--- src/rtl/reset_seq.sv ---
// Power-on / soft reset sequencer: synchronises board reset release, then
// releases the clock-divider reset followed later by the core reset.
module reset_seq #(
  parameter int SYNC_STAGES = 2,
  parameter int DIV_HOLD    = 4,
  parameter int CORE_HOLD   = 16,
  parameter int CNT_W       = 8
) (
  input  logic       clk,
  input  logic       reset,
  input  logic       soft_rst_req,
  output logic       rst_div,
  output logic       rst_core,
  output logic       ready,
  output logic [1:0] seq_state
);

  typedef enum logic [1:0] {
    ASSERT    = 2'd0,
    HOLD_DIV  = 2'd1,
    HOLD_CORE = 2'd2,
    RUN       = 2'd3
  } state_t;

  localparam logic [CNT_W-1:0] DIV_LAST  = CNT_W'(DIV_HOLD - 1);
  localparam logic [CNT_W-1:0] CORE_LAST = CNT_W'(CORE_HOLD - 1);

  logic [SYNC_STAGES-1:0] sync_q;
  logic                   rel;
  state_t                 state_q, state_d;
  logic [CNT_W-1:0]       cnt_q, cnt_d;
  logic                   rst_div_q, rst_core_q, ready_q;

  // Deassertion synchroniser: assertion is asynchronous, release walks a 1 in.
  // NOTE: sequential state uses non-blocking (<=) so every flop samples the
  // pre-edge values; blocking here would collapse the chain into one stage.
  always_ff @(posedge clk or posedge reset) begin
    if (reset) sync_q <= '0;
    else       sync_q <= {sync_q[SYNC_STAGES-2:0], 1'b1};
  end

  assign rel = sync_q[SYNC_STAGES-1];

  // NOTE: every signal written here gets a default first, so no path can
  // leave it unassigned and infer a latch.
  always_comb begin
    state_d = state_q;
    cnt_d   = cnt_q;
    unique case (state_q)
      ASSERT: begin
        if (rel) begin
          state_d = HOLD_DIV;
          cnt_d   = '0;
        end
      end
      HOLD_DIV: begin
        if (cnt_q == DIV_LAST) begin
          state_d = HOLD_CORE;
          cnt_d   = '0;
        end else begin
          cnt_d = cnt_q + CNT_W'(1);
        end
      end
      HOLD_CORE: begin
        // A request during the hold restarts it, so release tracks the last one.
        if (soft_rst_req) begin
          cnt_d = '0;
        end else if (cnt_q == CORE_LAST) begin
          state_d = RUN;
          cnt_d   = '0;
        end else begin
          cnt_d = cnt_q + CNT_W'(1);
        end
      end
      RUN: begin
        if (soft_rst_req) begin
          state_d = HOLD_CORE;
          cnt_d   = '0;
        end
      end
      default: begin
        state_d = ASSERT;
        cnt_d   = '0;
      end
    endcase
  end

  // Outputs are decoded from the next state and registered, so no input
  // reaches an output combinationally.
  always_ff @(posedge clk or posedge reset) begin
    if (reset) begin
      state_q    <= ASSERT;
      cnt_q      <= '0;
      rst_div_q  <= 1'b1;
      rst_core_q <= 1'b1;
      ready_q    <= 1'b0;
    end else begin
      state_q    <= state_d;
      cnt_q      <= cnt_d;
      rst_div_q  <= (state_d == ASSERT) || (state_d == HOLD_DIV);
      rst_core_q <= (state_d != RUN);
      ready_q    <= (state_d == RUN);
    end
  end

  assign rst_div   = rst_div_q;
  assign rst_core  = rst_core_q;
  assign ready     = ready_q;
  assign seq_state = state_q;

endmodule
--- config.mk ---
export PLATFORM = sky130hd
export DESIGN_NAME = reset_seq
export DESIGN_NICKNAME = d
export VERILOG_FILES = /design/src/rtl/reset_seq.sv
export SDC_FILE = /design/constraint.sdc
export NUM_CORES = 1
export LEC_CHECK = 0
export CORE_MARGIN = 1.5
export CORE_UTILIZATION = 50
export CTS_CLUSTER_SIZE = 25
export DETAILED_ROUTE_END_ITERATION = 6
export HOLD_SLACK_MARGIN = 0.12
export PLACE_DENSITY_LB_ADDON = 0.08
export SYNTH_ARGS = -nofsm -noshare
export SYNTH_HDL_FRONTEND = slang
export SYNTH_SLANG_ARGS = --single-unit
--- constraint.sdc ---
create_clock -name clk -period 5.85 [get_ports clk]
set_clock_uncertainty 0.1 [all_clocks]
set_input_delay 0.585 -clock clk [delete_from_list [all_inputs] [get_ports clk]]
set_output_delay 0.585 -clock clk [all_outputs]
set_load 0.05 [all_outputs]
* Word level (Yosys, flattened, before mapping)
Index checks and enable logic that the tools add are counted.
** Operators by class
- Add/sub/neg operators :: 1
- Eq/ne operators :: 10
- Mux-type cells :: 12
- Reduce and logical (&&, ||, !) cells :: 4
** Operator list (count)
- $mux W8 :: 5
- $pmux W8 S4 :: 1
- $mux W2 :: 5
- $add A8 B1 Y8 const B :: 1
- $eq A8 B2 Y1 const B :: 1
- $eq A8 B4 Y1 const B :: 1
- $pmux W2 S4 :: 1
- $eq A2 B2 Y1 const B :: 3
- $ne A2 B2 Y1 const B :: 3
- $eq A2 B1 Y1 const B :: 2
- $logic_not A2 Y1 :: 2
- $reduce_and A2 Y1 :: 1
- $logic_or A1 B1 Y1 :: 1
** Storage, ports and cells
- Register bits after elaboration :: 15
- Input port bits :: 3
- Output and inout port bits :: 5
- Logic and storage cells :: 33

* Depth between registers and ports, before layout
Gate-level depths: netlist of the first run.
- Depth after elaboration :: 6
- Mapped depth :: 7

* Worst setup path after synthesis of the first run
Ideal clock, no wire load.
- Kind :: register to register
- From :: register state_q[0] (netlist: seq_state[0])
- To :: register cnt_q[0]
- Setup time :: 0.125 ns
- Arrival :: 1.855 ns
- Slack :: 3.770 ns
- Cell stages (with the launch flop) :: 8
- Buffers on the path :: 0
- Clock period less this slack :: 2.080 ns
- Path through :: dfrtp_1 > inv_1 > ha_1 > nor2b_1 > o21a_1 > o21ai_4 > nor2_2 > mux2_2
** On the way
- Cells in the longest elaborated chain, start to end :: 3
- Elaborated cells between the ends (all ways) :: 8
- Those cells by class :: 5 x eq/ne; 1 x mux; 2 x reduce/logical
** Ends and longest elaborated chain
- start, declared :: RTL line 30 : state_t state_q, state_d;
- start signal, assigned :: RTL line 98 : state_q <= state_d;
- $eq A2 B2 Y1 / $logic_not A2 Y1 (equally long branches) :: RTL line 49 : unique case (state_q)
- $ne A2 B2 Y1 (no line)
- $reduce_and A2 Y1 (no line)
- end signal, assigned :: RTL line 99 : cnt_q <= cnt_d;
- end, declared :: RTL line 31 : logic [CNT_W-1:0] cnt_q, cnt_d;
Several ways; a longest one is shown, not always the timed one.
A chain may end at the register's enable or synchronous reset.

* Worst setup path in the final report of the first run
- From :: register rst_div_q (netlist: rst_div)
- To :: output rst_div
** RTL lines
- start, declared :: RTL line 32 : logic rst_div_q, rst_core_q, ready_q;
- start signal, assigned :: RTL line 100 : rst_div_q <= (state_d == ASSERT) || (state_d == HOLD_DIV);
- end, declared :: RTL line 12 : output logic rst_div,
No word-level cell between the ends.

==> flow_results.org, run 1 <==
** Worst hold path
- Worst hold path type :: reg2reg
- For hold timing, the worst endpoint is sync_q[1].
- In this run the most critical hold path is launched from sync_q[0].
- Hold path cells :: 0

** Power and ir drop
- After layout, the design draws a total of between 400 and 500 uW.
- Leakage :: 0.000474 uW
- Dividing total power by cell area gives a power density of approximately 460 nW/um2.
- IR analysis of the VDD net gives a maximum drop of 0.000366 V.

** STA
- Fin. max-slew vios :: 0
- Setup repair after global routing left no endpoint under its margin.
- Based on the critical path, the design can be clocked at up to 439 MHz.
- Post-route minimum period :: ~2.3 ns
- In the final timing run, aggregate negative setup slack is 0 ns.
- In this run the tightest slew margin relative to its limit is 56.3%.
- The final-report hold violation count is 0.
- Final hold slack :: approximately 0.27 ns
- Of the available clock period, the critical path in the final layout requires 38.9%.
- Final setup violating endpoints :: 0
- For the pin with the worst max-slew slack, the measured transition is 0.651 ns.

** Global routing
- Maximum number of pins on one net before global-route repair :: 16
- The number of global-route vias before repair is 515.
- Wire length of the first global-routing pass :: 2390 um
- Total global routing track utilization :: 17.8%
- The initial antenna violation count was 0.
- The total overflow left after global routing is 0.

** Synthesis
- Leading area contributor after synthesis :: dfrtp_1
- Measured against the total synthesized area, the mux share comes to under 10%.
- Sequential elements use a little under half of the synthesized area.
- For this run, asynchronously set or reset flops after synthesis account for 100%.
- After synthesis, the largest family of logic cells by area is compound AO/OA/AOI/OAI gates.
- Average size of a mapped cell :: 9.88 um2
- Most frequent cells after synthesis :: 13 x dfrtp_1, 7 x ha_1, 7 x nand2_1, 7 x o21ai_0, 6 x inv_1
- Synthesis handed over a netlist of 84 instances.
- By area the synthesized netlist is led by dfrtp_1 39%, ha_1 11%, dfstp_2 6.3%.
- Number of synthesized flops with an enable pin :: 0
- Flop and latch count out of synthesis :: 15
- Yosys instantiated no cell more often than dfrtp_1.
- The Yosys step of the flow raised 0 warnings.
- For this run, the leading register cell type out of synthesis is dfrtp_1.
- Share of Yosys cell area claimed by the top area cell type :: 39.2%
- Of the total synthesized cell area, the portion taken by AND, OR, NAND and NOR gates is 19.0%.
- The number of nets handed over by synthesis was 94.
- The synthesized netlist devotes 19.2% of its cell area to compound gates.
- Synth Area in Adders :: about a tenth
- Summing every instance area after synthesis gives approximately 830 um2.
- Count of unique library cells instantiated by Yosys :: 27
- Post-Synth XOR/XNOR Area :: 0%

** Setup path
- Worst Path Buf+Inv :: 1
- For flop-to-flop paths, the worst setup slack is around 3.7 ns.
- The worst setup path is launched from a flip-flop.
- Critical path capture point type :: output port
- Among cell families on the critical path, the largest total delay comes from buffers and inverters.
- Ordered list of cells on the worst path :: clkdlybuf4s50_1
- Worst EP arrival :: 1.59 ns
- Worst path slowest cell :: clkdlybuf4s50_1
- In this run the worst path has a maximum fanout of 1.
- Delay of the slowest critical-path stage :: 0.79 ns
- Reg-to-reg startpoint :: cnt_q[4]
- The endpoint identified for the worst register-to-register timing path is cnt_q[0].
- Worst reg2reg path depth :: 5
- Data required time at the worst endpoint :: 5.16 ns
- Worst Setup Path Type :: reg2out

** Floorplan
- Starting utilization of the core area :: 54.4%
- The floorplan step defined a die boundary enclosing 1910 um2.
- The core region is around 1500 um2.
- The floorplan step set the die width to 43.7 um.
- 8 I/O pins were placed.
- The floorplan has 14 rows.
- Die outline height :: 43.7 um

** Finish
- With fillers left out, the area of the finished cells amounts to 946 um2.
- In the final design database the tool counted 106 nets.
- Filler cell count in the final layout :: 132
- Of the cells placed in the final design, the portion with a size suffix greater than 1 is a little under a tenth.
- Area taken by multi-input logic gates :: 429 um2
- The area growth from synthesis to layout is 14.0%.
- Count of antenna diodes in the layout :: 0
- Area occupied by registers :: about 380 um2

** Detailed routing
- Summed over all layers, the routed wires come to 1490 um.
- 1st-iter DRT viols :: 8
- Pre-Repair DR Iteration Count :: 4
- After detailed routing, the number of remaining DRC violations is 0.
- Average wire per cell in the routed design :: 13.4 um
- Summing over every cut layer, the via total after detailed routing is 595.
- After detailed routing, the number of vias per cell comes to about 5.4.
- In this run the remaining antenna-violating nets after routing total 0.

** Placed design
- Port Buffers :: 7
- At the end of routability-driven placement, the weighted congestion stood at 0.779.
- Once detailed placement completed, the half-perimeter wirelength came to 1120 um.
- In this run the cell area measured after placement is about 920 um2.

** CTS
- Post-CTS setup-driven buffer insertion count :: 0
- The tree is rooted in a clkbuf_4.
- CTS Buffer Depth :: 2
- Clock-pin slew on the worst setup and hold paths :: 0.08 ns
- Cts hold-fix bufs :: 0
- The tree built by TritonCTS fans out to 15 sinks.
- Clk Latency, worst-skew pair :: 0.28 ns
- TritonCTS Buffers :: 3
- CTS tree :: done
- Post-cts repair resize count :: 0
- CTS H-tree depth :: 1

** Run status
- The flow ran to the end, and the final reports show no timing, DRC or antenna violations.

** Flow run
- Across the run, the number of max-cap violations was 0.
## per-stage QoR
| stage | util (%) | std cells | worst slack, ns |
|---|---|---|---|
| after detailed placement | 60.3 | 107 | 3.65 |
| after CTS | 62.1 | 111 | 3.56 |
| after floorplan | - | 84 | 3.77 |
| after global placement | 60.3 | 107 | 3.65 |
| final | 62.1 | 111 | 3.57 |
| after global routing | 62.1 | 111 | 3.54 |
## cells in the final DEF, fill, tap and decap left out, types with 2 or more instances in the layout
| master | instances |
|---|---|
| dfrtp_1 | 13 |
| nand2_1 | 7 |
| o21ai_0 | 7 |
| ha_1 | 7 |
| clkdlybuf4s50_1 | 7 |
| inv_1 | 6 |
| nor2_1 | 5 |
| nand2b_1 | 4 |
| nor2b_1 | 4 |
| and3_1 | 4 |
| o21ai_1 | 3 |
| a22o_1 | 3 |
| clkbuf_4 | 3 |
| nand3_1 | 2 |
| o21a_1 | 2 |
| nor3_1 | 2 |
| a21oi_1 | 2 |
| dfstp_2 | 2 |
## how the worst max path moves through the flow
stage	to	startpoint	depth (start not counted)
after global routing	rst_div	rst_div	1
after floorplan	cnt_q[0]	seq_state[0]	7
after CTS	rst_div	rst_div	1
after detailed placement	cnt_q[0]	soft_rst_req	5
final	rst_div	rst_div	1
after global placement	cnt_q[0]	soft_rst_req	5
## sequential cells by signal, summed over array words and instances, names as in the netlist
register	count
cnt_q	8
seq_state	2
rst_div	1
rst_core	1
sync_q	2
ready	1
## cell families (layout without fill, tap and decap cells)
kind of cell,count (synthesis),count (layout)
flops,15,15
mux,2,2
compound gates,23,23
simple gates,30,30
fa+ha+maj,7,7
other cells,1,1
buf+inv,6,17
## per-layer routing
metal  part of all wire, %  routed length [um]  global-route usage, %  vias up
met1                    57                 851                   28.9      267
li1                      -                   -                      -      315
met2                    37                 554                   20.9        8
met4                   2.7                  40                   10.9        0
met5                     0                   0                      0        -
met3                   2.9                  43                   3.75        5
## area by class of cell
cell class                 count  share of cell area, %
timing repair buffer           7                   7.41
inverter                       6                   2.38
clock buffer                   4                   2.78
multi-input combinational     63                   45.4
tap                           16                   2.12
sequential                    15                   39.9
## power by group
group / total (uW) / switching, uW / internal (uW)
logic: 235 / 151 / 83.6
registers: 142 / 16.8 / 125
clock network: 58.2 / 31.7 / 26.5
total: 435 / 200 / 235
No activity file was read; power rests on OpenSTA's default activity.
==> run 2, diff against run 1 <==
- clock period: 5.85 -> 2.2 ns (I/O delays scaled with it)
==> run 2 against run 1 <==
Hold slack got worse by 0.098 ns. Die area did not move. Non-clock buffer count up 1. Count of clock-buffer cells in the layout decreased by 1. Wire length increased by 2.8%. Total power increased to 2.7 times the previous value. Sequential share of layout area decreased by 0.37 points. First-iteration DRC count rose by 88%. Final cell count rose by 0.90%. Critical path type is now reg2reg. Sequential power increased to 2.7 times the previous value. Combinational power rose to 2.7 times the previous value. Clock power grew to 2.7 times the previous value.
==> flow_results.org, run 2 (synthesis gave the netlist of run 1 again) <==
** CTS
- Cts hold-fix bufs :: 0 (unchanged)
- TritonCTS built the clock tree.
- Post-cts repair resize count :: 0 (unchanged)
- Cell chosen for the clock root :: clkbuf_4
- Clock-pin slew on the worst setup and hold paths :: 0.10 ns (+0.02 ns)
- TritonCTS Buffers :: 3 (unchanged)
- The clock latency of the later-clocked register in the worst-skew pair was 0.29 ns (about the same).
- CTS Buffer Depth :: 2 (unchanged)
- Post-CTS setup-driven buffer insertion count :: 0 (unchanged)
- # clock sinks :: 15 (unchanged)
- CTS H-tree depth :: 1 (unchanged)

** Setup path
- Ordered list of cells on the worst path :: or4_4, o31a_1, o21ai_4, nor2_2, mux2_2
- Worst path slowest cell :: or4_4
- The data required time at the worst endpoint is 2.29 ns (-2.87 ns).
- The arrival time at the worst endpoint is 2.20 ns (+0.61 ns).
- In this design, the largest share of critical-path delay is due to simple AND/OR/NAND/NOR gates.
- Critical path capture point type :: flip-flop
- The combined buffer and inverter count along the critical path was 0 (-1).
- STA classifies the critical path startpoint as a flip-flop.
- By startpoint and endpoint, the worst setup path is classified as reg2reg.
- The maximum single-stage delay on the critical path was 0.57 ns (-0.22 ns).
- The maximum fanout count along the critical path is 7 (+6).

** Finish
- The register with the most flip-flops in the final layout is cnt_q.
- Most used cells in the layout excluding fill and tap cells :: 13 x dfrtp_1, 7 x nand2_1, 7 x o21ai_0, 7 x ha_1, 7 x clkdlybuf4s50_1
- Final core utilization :: 62.6% (+0.57 points)
- Nets :: 107 (+0.94%)
- Layout overhead on the synthesized area :: 15.1%
- The fraction of final layout cells with drive strength greater than 1 is 11.5% (+2.0 points).
- Count of antenna diodes in the layout :: 0 (unchanged)
- The number of flip-flops under the largest register name is 8 (unchanged).
- Leaving out fill and tap cells, the most frequent cell in the layout is dfrtp_1.
- The number of filler instances in the final layout came to 134 (+1.5%).

** Power and ir drop
- Share of total power in sequential cells :: 32.3% (-0.4 points)
- Clk pwr share :: 13.6% (+0.2 points)
- The proportion of total power due to net switching was 46.2% (+0.26 points).
- The reported net switching power was 542 uW (+170%).
- Power per cell area :: 1230 nW/um2 (+170%)
- The worst supply voltage drop on vdd came to 0.000906 V (+150%).
- Fraction of power consumed by combinational cells :: 54.1% (about the same)
- Leakage :: 0.000482 uW (+1.6%)
- Internal :: 632 uW (+170%)

** Global routing
- Maximum number of pins on one net before global-route repair :: 16 (unchanged)
- The met2 track demand over resource in global routing came to 27.4% (+6.5 points).
- The wire length of the first global-routing pass was 2630 um (+10%).
- After global routing, the most crowded layer is met1.
- Total global routing track utilization :: 19.6% (+1.8 points)
- The global-route track usage on met1 is 27.6% (-1.2 points).
- The number of global-route vias before repair is 608 (+18%).
- The initial antenna violation count came to 0 (unchanged).
- Remaining global-route overflow :: 0 (unchanged)
- Met3 track demand over resource :: 3.75% (unchanged)

** Placed design
- The half-perimeter wire length of the detailed placement result is 1160 um (+4.4%).
- The count of buffers inserted at the top-level ports came to 7 (unchanged).
- Final GP Congestion :: 0.813 (+4.5%)

** Detailed routing
- The total via count in the routed design is 637 (+7.1%).
- The remaining design rule violation count came to 0 (unchanged).
- The number of design-rule violations left by the first detailed-router iteration was 15 (+7).
- The routed wire length is 1530 um (+2.8%).
- Vias per inst :: 5.69 (+6.1%)
- The average wire length per cell after detail routing was 13.7 um (+1.8%).
- The number of search-and-repair iterations in the first detailed-routing pass is 4 (unchanged).
- The remaining number of nets flagged by the antenna check after routing was 0 (unchanged).

** Floorplan
- Core Region :: 1520 um2 (unchanged)
- The die width came to 43.7 um (unchanged).
- # IOs :: 8 (unchanged)
- The overall die height came to 43.7 um (unchanged).
- Number of placement rows :: 14 (unchanged)
- The initial core utilization was 54.4% (unchanged).
- Total Die Area :: 1910 um2 (unchanged)

** STA
- The number of setup violations in the final report came to 0 (unchanged).
- The max-slew headroom at the worst pin was 62.4% (+6.1 points).
- Final period util :: 96.1%
- Total count of hold-check failures in the final report :: 0 (unchanged)
- The number of pins with negative max-slew slack in the final report came to 0 (unchanged).
- Post-route minimum period :: 2.11 ns
- Worst Max-Slew Pin Slew :: 0.563 ns (-0.0877 ns)
- Based on the critical path, the design can be clocked at up to 473 MHz.
- Setup repair after global routing left no endpoint under its margin.
- TNS Setup :: 0 ns (unchanged)

** Run status
- Result of the run :: complete, no violations

** Flow run
- The number of max-capacitance violations reported is 0 (unchanged).

** Worst hold path
- Worst hold path type :: in2async
## run 2: cell type report
class | instances | area (um2) | area share (%)
multi-input combinational | 63 | 429 | 45.0
inverter | 6 | 22.5 | 2.36
timing repair buffer | 8 | 77.6 | 8.13
tap | 16 | 20.0 | 2.10
clock buffer | 3 | 22.5 | 2.36
clock inverter | 1 | 5.00 | 0.524
sequential | 15 | 378 | 39.6
## run 2: worst paths after layout
check / slack (ns) / from / endpoint / cells after the start
setup / recovery: 0.09 / cnt_q[4] / cnt_q[0] / 5
hold / removal: 0.17 / reset / cnt_q[2] / 2
setup reg to reg: 0.09 / cnt_q[4] / cnt_q[0] / 5
hold reg to reg: 0.25 / sync_q[0] / sync_q[1] / 0
max in group asynchronous: 1.45 / reset / rst_core / 2
min in group clk: 0.25 / sync_q[0] / sync_q[1] / 0
## run 2: layer usage
layer,wire length [um],share of wire (%)
met1,797,52
met2,621,41
met3,65,4.2
met4,46,3.0
met5,0,0
## run 2: through the flow
step           instances  hold slack [ns]  setup slack (ns)  power, uW  instance area (um2)
2_1_floorplan         84           0.0200             0.120        847                  830
3_3_place_gp         108            0.236             0.120       1010                  927
3_5_place_dp         108            0.248            0.0784       1030                  927
4_1_cts              112            0.185            0.0638       1190                  955
5_1_grt              112            0.233            0.0269       1270                  955
6_report             112            0.168            0.0868       1170                  955
## run 2: power groups by stage
stage          clock [uW]  sequential (uW)  combinational (uW)
3_5_place_dp            0              385                 642
6_report              160              379                 635
3_3_place_gp            0              383                 630
4_1_cts               165              379                 644
2_1_floorplan           0              506                 342
5_1_grt               179              387                 702
## run 2: worst reg2reg max path: cells and delay by family, from the launching register on
family,cells,cell delay (ns)
flops,1,0.42
simple gates,2,0.65
mux,1,0.26
compound gates,2,0.57
==> run 3, diff against run 2 <==
- PLACE_DENSITY: not set -> 0.71
- PLACE_DENSITY_LB_ADDON: 0.08 -> not set
==> run 3 against run 2 <==
Largest power group unchanged. Sequential power about the same. Sequential share of layout area increased by 0.052 points. Via count decreased by 0.63%. Setup slack got worse by 0.026 ns. Register-to-register slack got worse by 0.03 ns. Clock power about the same. Combinational power increased by 2%. Hold slack improved by 0.020 ns. First-iteration DRC count decreased by 13%. Critical path type unchanged.
==> flow_results.org, run 3 (synthesis gave the netlist of run 1 again) <==
** Run status
- Result of the run :: complete, no violations

** Floorplan
- Total Die Area :: 1910 um2 (unchanged)
- The initial core utilization is 54.4% (unchanged).
- The total number of placement rows came to 14 (unchanged).
- Die extent in x :: 43.7 um (unchanged)
- The overall die height came to 43.7 um (unchanged).
- The core region area came to 1520 um2 (unchanged).
- # IOs :: 8 (unchanged)

** Setup path
- The maximum single-stage delay on the critical path came to 0.57 ns (about the same).
- Worst EP arrival :: 2.22 ns (+0.02 ns)
- The worst setup path is launched from a flip-flop.
- Walking the worst path, the cells encountered are or4_4, o31a_1, o21ai_4, nor2_2, mux2_2.
- On the critical path, the stage with the largest delay is an instance of or4_4.
- Critical path capture point type :: flip-flop
- The data required time at the worst endpoint is 2.28 ns (about the same).
- Worst Setup Path Type :: reg2reg
- Critical path peak fanout :: 7 (unchanged)

** Detailed routing
- The total via count in the routed design is 633 (-0.63%).
- The average wire length per cell after detail routing is 14.6 um (+6.7%).
- The detailed-route vias per instance was 5.65 (-0.63%).
- The remaining design rule violation count is 0 (unchanged).
- The number of design-rule violations left by the first detailed-router iteration came to 13 (-2).
- Antenna Nets Post-Route :: 0 (unchanged)
- The routed wire length is 1630 um (+6.7%).
- Pre-Repair DR Iteration Count :: 4 (unchanged)

** Power and ir drop
- The proportion of total power due to net switching was 46.2% (about the same).
- The reported net switching power is 547 uW (+0.89%).
- The total internal power was 637 uW (+0.75%).
- Fraction of power consumed by combinational cells :: 54.5% (+0.4 points)
- The portion of total power attributed to the clock network is 13.5% (about the same).
- Leakage :: 0.000479 uW (-0.55%)
- Share of total power in sequential cells :: 31.9% (-0.4 points)
- Post-layout total power :: 1180 uW (+0.81%)
- Power per cell area :: 1240 nW/um2 (+0.94%)
- IR drop worst, VDD :: 0.000874 V (-3.6%)

** CTS
- The number of buffers added by the clock tree synthesis step is 3 (unchanged).
- Post-cts repair resize count :: 0 (unchanged)
- CTS Buffer Depth :: 2 (unchanged)
- CTS H-tree depth :: 1 (unchanged)
- The quantity of hold-fixing buffers added after cts came to 0 (unchanged).
- # clock sinks :: 15 (unchanged)
- Clk Latency, worst-skew pair :: 0.29 ns (about the same)
- Clock-pin slew on the worst setup and hold paths :: 0.09 ns (about the same)
- CTS tree :: done
- Post-CTS setup-driven buffer insertion count :: 0 (unchanged)
- CTS placed an instance of clkbuf_4 at the clock tree root.

** Global routing
- The initial antenna violation count is 0 (unchanged).
- The global-route track usage on met1 was 27.8% (+0.20 points).
- The met3 demand-to-capacity share in global routing was 3.75% (unchanged).
- Maximum number of pins on one net before global-route repair :: 16 (unchanged)
- The number of global-route vias before repair was 608 (unchanged).
- The met2 track demand over resource in global routing is 30.0% (+2.6 points).
- The wire length of the first global-routing pass was 2720 um (+3.4%).
- Remaining global-route overflow :: 0 (unchanged)
- Global routing's busiest layer :: met2
- Total global routing track utilization :: 20.4% (+0.85 points)

** Flow run
- Max Cap Viol :: 0 (unchanged)

** Finish
- Area taken by multi-input logic gates :: 429 um2 (unchanged)
- The post-layout instance area came to 953 um2 (-0.13%).
- The antenna diode count is 0 (unchanged).
- The utilization of the core after routing came to 62.6% (-0.082 points).
- The fraction of final layout cells with drive strength greater than 1 came to 10.4% (-1.0 points).
- Nets :: 107 (unchanged)
- Most used cells in the layout excluding fill and tap cells :: 13 x dfrtp_1, 7 x nand2_1, 7 x o21ai_0, 7 x ha_1, 7 x clkdlybuf4s50_1
- Most frequent standard cell in the layout excluding fill and tap cells :: dfrtp_1
- Area occupied by registers :: 378 um2 (unchanged)
- Layout overhead on the synthesized area :: 14.9%
- Flip-flop count of the largest register, all copies and words added :: 8 (unchanged)
- Register with the most flip-flops :: cnt_q
- The number of filler instances in the final layout came to 129 (-3.7%).

** STA
- TNS Setup :: 0 ns (unchanged)
- The number of pins with negative max-slew slack in the final report was 0 (unchanged).
- The final-report hold violation count was 0 (unchanged).
- The slew at the pin closest to its max-slew limit is 0.566 ns (+0.00217 ns).
- The max-slew headroom at the worst pin is 62.3% (-0.14 points).
- Final period util :: 97.2% (+1.2 points)
- Final setup violating endpoints :: 0 (unchanged)
- The minimum clock period is 2.14 ns (+0.0260 ns).
- Maximum operating frequency :: 467 MHz (-1.2%)
- Unrepaired setup endpoints after global routing :: false

** Worst hold path
- Worst hold path type :: in2async

** Placed design
- Post-detail-place hpwl :: 1220 um (+4.3%)
- The standard cell area after detailed placement came to 927 um2 (unchanged).
- Final GP Congestion :: 0.803 (-1.3%)
- Port Buffers :: 7 (unchanged)
## run 3: cell count changes in the layout (fill, tap and decap cells not counted)
| cell | previous run | this run |
|---|---|---|
| clkbuf_1 | 0 | 1 |
| clkinv_2 | 1 | 0 |
## run 3: cell type report
| class | count | area share (%) |
|---|---|---|
| clock buffer | 4 | 2.76 |
| inverter | 6 | 2.36 |
| timing repair buffer | 8 | 8.14 |
| multi-input combinational | 63 | 45.0 |
| sequential | 15 | 39.6 |
| tap | 16 | 2.10 |
## run 3: per-layer routing
layer,part of all wire [%],vias up,wire [um]
li1,-,315,-
met5,0,-,0
met1,47,301,774
met2,47,12,768
met4,2.4,0,40
met3,3.1,5,50
## run 3: stage by stage
step                setup WS [ns]  hold slack [ns]  instances
CTS                        0.0586            0.205        112
finish                     0.0608            0.188        112
detailed placement         0.0652            0.236        108
global route              0.00234            0.267        112
floorplan                   0.120           0.0200         84
global placement            0.120            0.235        108
## run 3: power groups by stage
| stage | clock network (uW) | logic, uW | registers (uW) |
|---|---|---|---|
| detailed placement | 0 | 648 | 384 |
| finish | 160 | 646 | 378 |
| floorplan | 0 | 342 | 506 |
| CTS | 166 | 651 | 379 |
| global placement | 0 | 630 | 382 |
| global route | 183 | 697 | 387 |
## run 3: worst max-delay path, delay by kind of cell (launching register included)
family | cells | cell delay, ns
and+or+nand+nor | 2 | 0.66
AOI/OAI and AO/OA | 2 | 0.60
DFF | 1 | 0.42
muxes | 1 | 0.26
## run 3: worst paths after layout
kind,to,from,slack (ns),cells past startpoint
max,cnt_q[0],cnt_q[4],0.06,5
min,cnt_q[1],reset,0.19,2
max reg2reg,cnt_q[0],cnt_q[4],0.06,5
min reg2reg,sync_q[1],sync_q[0],0.25,0
max in group asynchronous,rst_div,reset,1.44,2
min in group clk,sync_q[1],sync_q[0],0.25,0
